--- src/rtl/hex_scan_display.sv ---
// hex_scan_display: time-multiplexed driver for a DIGITS-wide common-anode
// seven-segment display. It latches a packed hex value and scans one digit
// per CLK_DIV clocks. It adds leading-zero blanking, per-digit decimal points
// and frame-synchronous (tear-free) updates of the displayed value.
module hex_scan_display #(
  parameter int DIGITS  = 4,
  parameter int CLK_DIV = 50000
) (
  input  logic                  clk,
  input  logic                  rst_n,
  input  logic                  enable,
  input  logic [4*DIGITS-1:0]   value,
  input  logic [DIGITS-1:0]     dp_in,
  input  logic                  load,
  input  logic                  blank_lz,
  output logic [6:0]            segs,
  output logic                  dp,
  output logic [DIGITS-1:0]     an,
  output logic                  frame_done
);

  localparam int TICK_W = (CLK_DIV > 1) ? $clog2(CLK_DIV) : 1;
  localparam int IDX_W  = (DIGITS > 1) ? $clog2(DIGITS) : 1;
  localparam logic [TICK_W-1:0] TICK_LAST = TICK_W'(CLK_DIV - 1);
  localparam logic [IDX_W-1:0]  IDX_LAST  = IDX_W'(DIGITS - 1);
  localparam logic [6:0]        SEGS_OFF  = 7'b1111111;

  // Scan position
  logic [TICK_W-1:0]   tick_q, tick_d;
  logic [IDX_W-1:0]    idx_q, idx_d;

  // Displayed (shadow) and staged values
  logic [4*DIGITS-1:0] shadow_val_q, shadow_val_d;
  logic [DIGITS-1:0]   shadow_dp_q, shadow_dp_d;
  logic [4*DIGITS-1:0] stage_val_q, stage_val_d;
  logic [DIGITS-1:0]   stage_dp_q, stage_dp_d;
  logic                pending_q, pending_d;

  // Registered outputs
  logic [6:0]          segs_q, segs_d;
  logic                dp_q, dp_d;
  logic [DIGITS-1:0]   an_q, an_d;
  logic                wrap_q;
  logic                frame_done_q;

  logic                wrap;
  logic [3:0]          cur_nib;
  logic                cur_dp;
  logic                cur_blank;

  // Active-low a..g pattern for one hex nibble.
  function automatic logic [6:0] hex_to_segs(input logic [3:0] nib);
    logic [6:0] s;
    case (nib)
      4'h0: s = 7'b0000001;
      4'h1: s = 7'b1001111;
      4'h2: s = 7'b0010010;
      4'h3: s = 7'b0000110;
      4'h4: s = 7'b1001100;
      4'h5: s = 7'b0100100;
      4'h6: s = 7'b0100000;
      4'h7: s = 7'b0001111;
      4'h8: s = 7'b0000000;
      4'h9: s = 7'b0000100;
      4'hA: s = 7'b0001000;
      4'hB: s = 7'b1100000;
      4'hC: s = 7'b0110001;
      4'hD: s = 7'b1000010;
      4'hE: s = 7'b0110000;
      default: s = 7'b0111000;
    endcase
    return s;
  endfunction

  // Advance the tick/digit counters while scanning; park them at 0 when disabled.
  always_comb begin
    wrap   = enable && (tick_q == TICK_LAST) && (idx_q == IDX_LAST);
    tick_d = tick_q;
    idx_d  = idx_q;
    if (!enable) begin
      tick_d = '0;
      idx_d  = '0;
    end else if (tick_q == TICK_LAST) begin
      tick_d = '0;
      idx_d  = (idx_q == IDX_LAST) ? '0 : idx_q + 1'b1;
    end else begin
      tick_d = tick_q + 1'b1;
    end
  end

  // Decide shadow/staging updates: direct when dark, frame-synchronous when scanning.
  always_comb begin
    shadow_val_d = shadow_val_q;
    shadow_dp_d  = shadow_dp_q;
    stage_val_d  = stage_val_q;
    stage_dp_d   = stage_dp_q;
    pending_d    = pending_q;
    if (!enable) begin
      pending_d = 1'b0;
      if (load) begin
        shadow_val_d = value;
        shadow_dp_d  = dp_in;
      end
    end else if (wrap) begin
      // A load landing on the wrap edge beats anything already staged.
      pending_d = 1'b0;
      if (load) begin
        shadow_val_d = value;
        shadow_dp_d  = dp_in;
      end else if (pending_q) begin
        shadow_val_d = stage_val_q;
        shadow_dp_d  = stage_dp_q;
      end
    end else if (load) begin
      stage_val_d = value;
      stage_dp_d  = dp_in;
      pending_d   = 1'b1;
    end
  end

  // Select the current digit's nibble, dp bit, anode and blanking state.
  always_comb begin
    cur_nib   = '0;
    cur_dp    = 1'b0;
    cur_blank = 1'b0;
    an_d      = '1;
    for (int k = 0; k < DIGITS; k++) begin
      if (idx_q == IDX_W'(k)) begin
        cur_nib   = shadow_val_q[4*k +: 4];
        cur_dp    = shadow_dp_q[k];
        an_d[k]   = 1'b0;
        cur_blank = blank_lz && (k != 0) && ((shadow_val_q >> (4*k)) == '0);
      end
    end
  end

  // Next output values: dark when disabled, otherwise the decoded current digit.
  always_comb begin
    if (!enable) begin
      segs_d = SEGS_OFF;
      dp_d   = 1'b1;
    end else begin
      segs_d = cur_blank ? SEGS_OFF : hex_to_segs(cur_nib);
      dp_d   = ~cur_dp;
    end
  end

  // Scan counters and value storage.
  always_ff @(posedge clk or negedge rst_n) begin
    if (!rst_n) begin
      tick_q       <= '0;
      idx_q        <= '0;
      shadow_val_q <= '0;
      shadow_dp_q  <= '0;
      stage_val_q  <= '0;
      stage_dp_q   <= '0;
      pending_q    <= 1'b0;
    end else begin
      tick_q       <= tick_d;
      idx_q        <= idx_d;
      shadow_val_q <= shadow_val_d;
      shadow_dp_q  <= shadow_dp_d;
      stage_val_q  <= stage_val_d;
      stage_dp_q   <= stage_dp_d;
      pending_q    <= pending_d;
    end
  end

  // Output registers; frame_done is delayed twice so it lines up with digit 0 appearing.
  always_ff @(posedge clk or negedge rst_n) begin
    if (!rst_n) begin
      segs_q       <= SEGS_OFF;
      dp_q         <= 1'b1;
      an_q         <= '1;
      wrap_q       <= 1'b0;
      frame_done_q <= 1'b0;
    end else begin
      segs_q       <= segs_d;
      dp_q         <= dp_d;
      an_q         <= enable ? an_d : '1;
      wrap_q       <= wrap;
      frame_done_q <= enable && wrap_q;
    end
  end

  assign segs       = segs_q;
  assign dp         = dp_q;
  assign an         = an_q;
  assign frame_done = frame_done_q;

endmodule

--- config.mk ---
export PLATFORM = sky130hd
export DESIGN_NAME = hex_scan_display
export DESIGN_NICKNAME = d
export VERILOG_FILES = /design/src/rtl/hex_scan_display.sv
export SDC_FILE = /design/constraint.sdc
export NUM_CORES = 1
export LEC_CHECK = 0
export CAP_MARGIN = 5
export CORE_MARGIN = 5
export CORE_UTILIZATION = 40
export DETAILED_ROUTE_END_ITERATION = 8
export HOLD_SLACK_MARGIN = 0.1
export PLACE_DENSITY = 0.71
export SYNTH_ARGS = -nofsm -noshare
export SYNTH_HDL_FRONTEND = slang
export SYNTH_SLANG_ARGS = --single-unit
--- constraint.sdc ---
create_clock -name clk -period 5.9 [get_ports clk]
set_input_delay 1.18 -clock clk [delete_from_list [all_inputs] [get_ports clk]]
set_output_delay 1.18 -clock clk [all_outputs]
set_load 0.02 [all_outputs]
==> impl_metrics.csv <==
group,metric,value,unit
outcome,status,"finished clean",
sta,maxSlewHeadroom,20.7,%
logic_synthesis,synth_edf_count,0,
pwr,cellPowerDensity,274,mW/mm²
logic_synthesis,yosys.area.top_type,"dfrtp_1",
drt,drt-wirelength-per-cell,14.9,µm
worst_hold_path,hp-class,"reg2reg",
clock_network,postCtsHoldBufs,0,
worst_setup_path,cp_slowest_cell,"a21oi_1",
worst_setup_path,worstPathArrival,3.60,ns
place,placement.io_buffers,37,
worst_hold_path,whs_path_depth,1,
clock_network,clock_sinks,73,
sta,hold_viol,0,
sta,fin_crit_sh,57.7,%
drt,wl_met3,265,µm
worst_setup_path,cp_slowest_stage_delay,1.01,ns
die,dieArea,0.0111,mm²
drt,highest_layer,"met4",
clock_network,cts_setup_buffers,0,
worst_setup_path,reg2reg_setup_slack,3.24,ns
logic_synthesis,netlist_instances,320,
logic_synthesis,synth_nets,356,
clock_network,cts_tree,"built",
drt,vias,2470,
clock_network,cts_made_buffers,9,
worst_setup_path,critical_path_class,"in2reg",
logic_synthesis,syn_area,0.00362,mm²
final_layout,syn2layout_area_growth,17.3,%
worst_setup_path,cp-start-kind,"input pin",
sta,maxSlewViolCount,0,
pwr,peakVddDrop,0.139,mV
sta,timing.fmax,0.294,GHz
drt,routed_wl,6.99,mm
logic_synthesis,synthTopCellsByArea,"dfrtp_1 42%, dfstp_2 8.7%, mux2_4 8.3%, mux2i_1 6.1%, o21ai_0 5.5%",
worst_setup_path,reg2reg_depth,8,
global_routing,grt_max_degree,74,
drt,ant_nets,0,
global_routing,grt_pass1_vias,2551,
logic_synthesis,synth_cell_type_count,48,
worst_setup_path,end_kind,"flop",
clock_network,clockBufferDepth,2,
logic_synthesis,synth_common_cells,"61 x dfrtp_1, 40 x o21ai_0, 22 x mux2i_1, 22 x nand2_1, 20 x mux2_4",
drt,drt-pass1-iter-count,4,
final_layout,nets,391,
drt,remaining_drc_errors,0,
drt,drtIter0Drc,170,
logic_synthesis,synth_flop_cell,"dfrtp_1",
pwr,leakage,1.90,nW
sta,finClkSkew,0.00766,ns
logic_synthesis,ys_ff_latch,73,
clock_network,cts-root-buf,"clkbuf_8",
final_layout,drive_above_1_share,14.7,%
clock_network,cts_max_level,3,
die,die_y,105,µm
place,postPlaceCellArea,0.00407,mm²
drt,wl_met1,3.46,mm
die,initial_core_util,41.4,%
sta,rsz0062_at_grt,"no",
run,max-cap-violations,0,
die,core_area,0.00876,mm²
final_layout,num_antenna_cells,0,
clock_network,clkTransAtPathRegs,0.07,ns
die,core.rowCount,34,
global_routing,antenna_found_initial,0,
sta,tightest_slew,1.19,ns
die,io_pins,38,
clock_network,worstSkewPairLatency,0.35,ns
logic_synthesis,synth_most_common_cell,"dfrtp_1",
global_routing,grt_pass1_wl,12.3,mm
global_routing,groute.usage.overall,13.5,%
logic_synthesis,synth_top_area_share,42.1,%
sta,min_period,3.40,ns
final_layout,fillers,817,
die,fp.dieW,105,µm
clock_network,ctsResizeCount,0,
logic_synthesis,ys_warn_count,0,
worst_setup_path,cp_data_required_time,6.10,ns
worst_setup_path,crit_chain,"clkdlybuf4s50_1 -> a21oi_1 -> or2_1 -> o21ai_0",
global_routing,grt_remaining_overflow,0,
final_layout,final_area,0.00425,mm²
sta,setup_tns,0,ns
place,place_hpwl,4.75,mm
drt,wl_met2,3.12,mm
logic_synthesis,syn_avg_cell_area,11.3,µm²
logic_synthesis,ys_seq_area_share,50.8,%
logic_synthesis,async_reset_ff_share,100,%
worst_setup_path,critPathMaxFanout,21,
drt,via_per_inst,5.28,
sta,hold_ws,0.459,ns
pwr,p_total,0.00117,W
place,finalWeightedCongestion,0.831,
sta,finalSetupViolCount,0,
critical path, delay by kind of cell:
family / cells / cell delay, ns
buffers and inverters: 1 / 0.64
AOI/OAI and AO/OA: 2 / 1.20
and+or+nand+nor: 1 / 0.57
cells in the final DEF, fill, tap and decap left out, drive strengths merged, types with 5 or more instances in the layout:
cell type | netlist | routed
dfrtp | 61 | 61
mux2 | 20 | 20
clkdlybuf4s50 | 0 | 36
o21ai | 41 | 41
dfstp | 12 | 12
inv | 8 | 8
a21oi | 8 | 8
nor2 | 18 | 18
ha | 11 | 11
clkbuf | 13 | 12
nand3 | 7 | 7
nand2 | 22 | 22
xor2 | 10 | 10
and3 | 5 | 5
mux2i | 22 | 22
nor2b | 7 | 7
final cells by class:
| class | count | area, µm² | share of cell area [%] |
|---|---|---|---|
| multi-input combinational | 223 | 1680 | 39.4 |
| clock inverter | 4 | 45.0 | 1.06 |
| sequential | 73 | 1840 | 43.3 |
| inverter | 8 | 30.0 | 0.706 |
| tap | 108 | 135 | 3.18 |
| clock buffer | 12 | 135 | 3.18 |
| timing repair buffer | 40 | 388 | 9.12 |
logic make-up after synthesis:
| group | count (synthesis) | synth area share (%) |
|---|---|---|
| compound gates | 71 | 11.7 |
| simple gates | 85 | 13.0 |
| flops | 73 | 50.8 |
| mux | 42 | 14.4 |
| xor+xnor | 14 | 3.38 |
| fa+ha+maj | 11 | 3.80 |
| buf+inv | 24 | 2.93 |
stage by stage:
step / std cells / setup WS (ns) / util (%)
3_5_place_dp: 452 / 2.12 / 46.5
5_1_grt: 468 / 2.16 / 48.5
3_3_place_gp: 452 / 2.29 / 46.5
6_report: 468 / 2.50 / 48.5
2_1_floorplan: 320 / 3.59 / -
4_1_cts: 468 / 2.48 / 48.5
metal layers:
layer | global-route usage, % | up-vias
li1 | - | 1210
met1 | 18.7 | 1185
met2 | 20.2 | 63
met3 | 2.59 | 12
met4 | 6.67 | 0
met5 | 0 | -
power breakdown:
part / switching (W) / internal (W)
clock: 0.000178 / 0.000194
combinational: 0.0000990 / 0.000102
sequential: 0.0000320 / 0.000560
total: 0.000309 / 0.000856
registers in the layout, summed over array words and instances, names as in the netlist:
name,count
shadow_val_q,16
stage_val_q,16
tick_q,16
segs,7
an,4
shadow_dp_q,4
stage_dp_q,4
idx_q,2
dp,1
frame_done,1
pending_q,1
wrap_q,1
worst paths after layout:
check                          from          endpoint
max in group asynchronous     rst_n   shadow_val_q[7]
min in group asynchronous     rst_n     stage_dp_q[0]
max                          enable  shadow_val_q[11]
max reg2reg                idx_q[0]           segs[3]
min                          wrap_q        frame_done
min reg2reg                  wrap_q        frame_done
No activity file was read; power rests on OpenSTA's default activity.
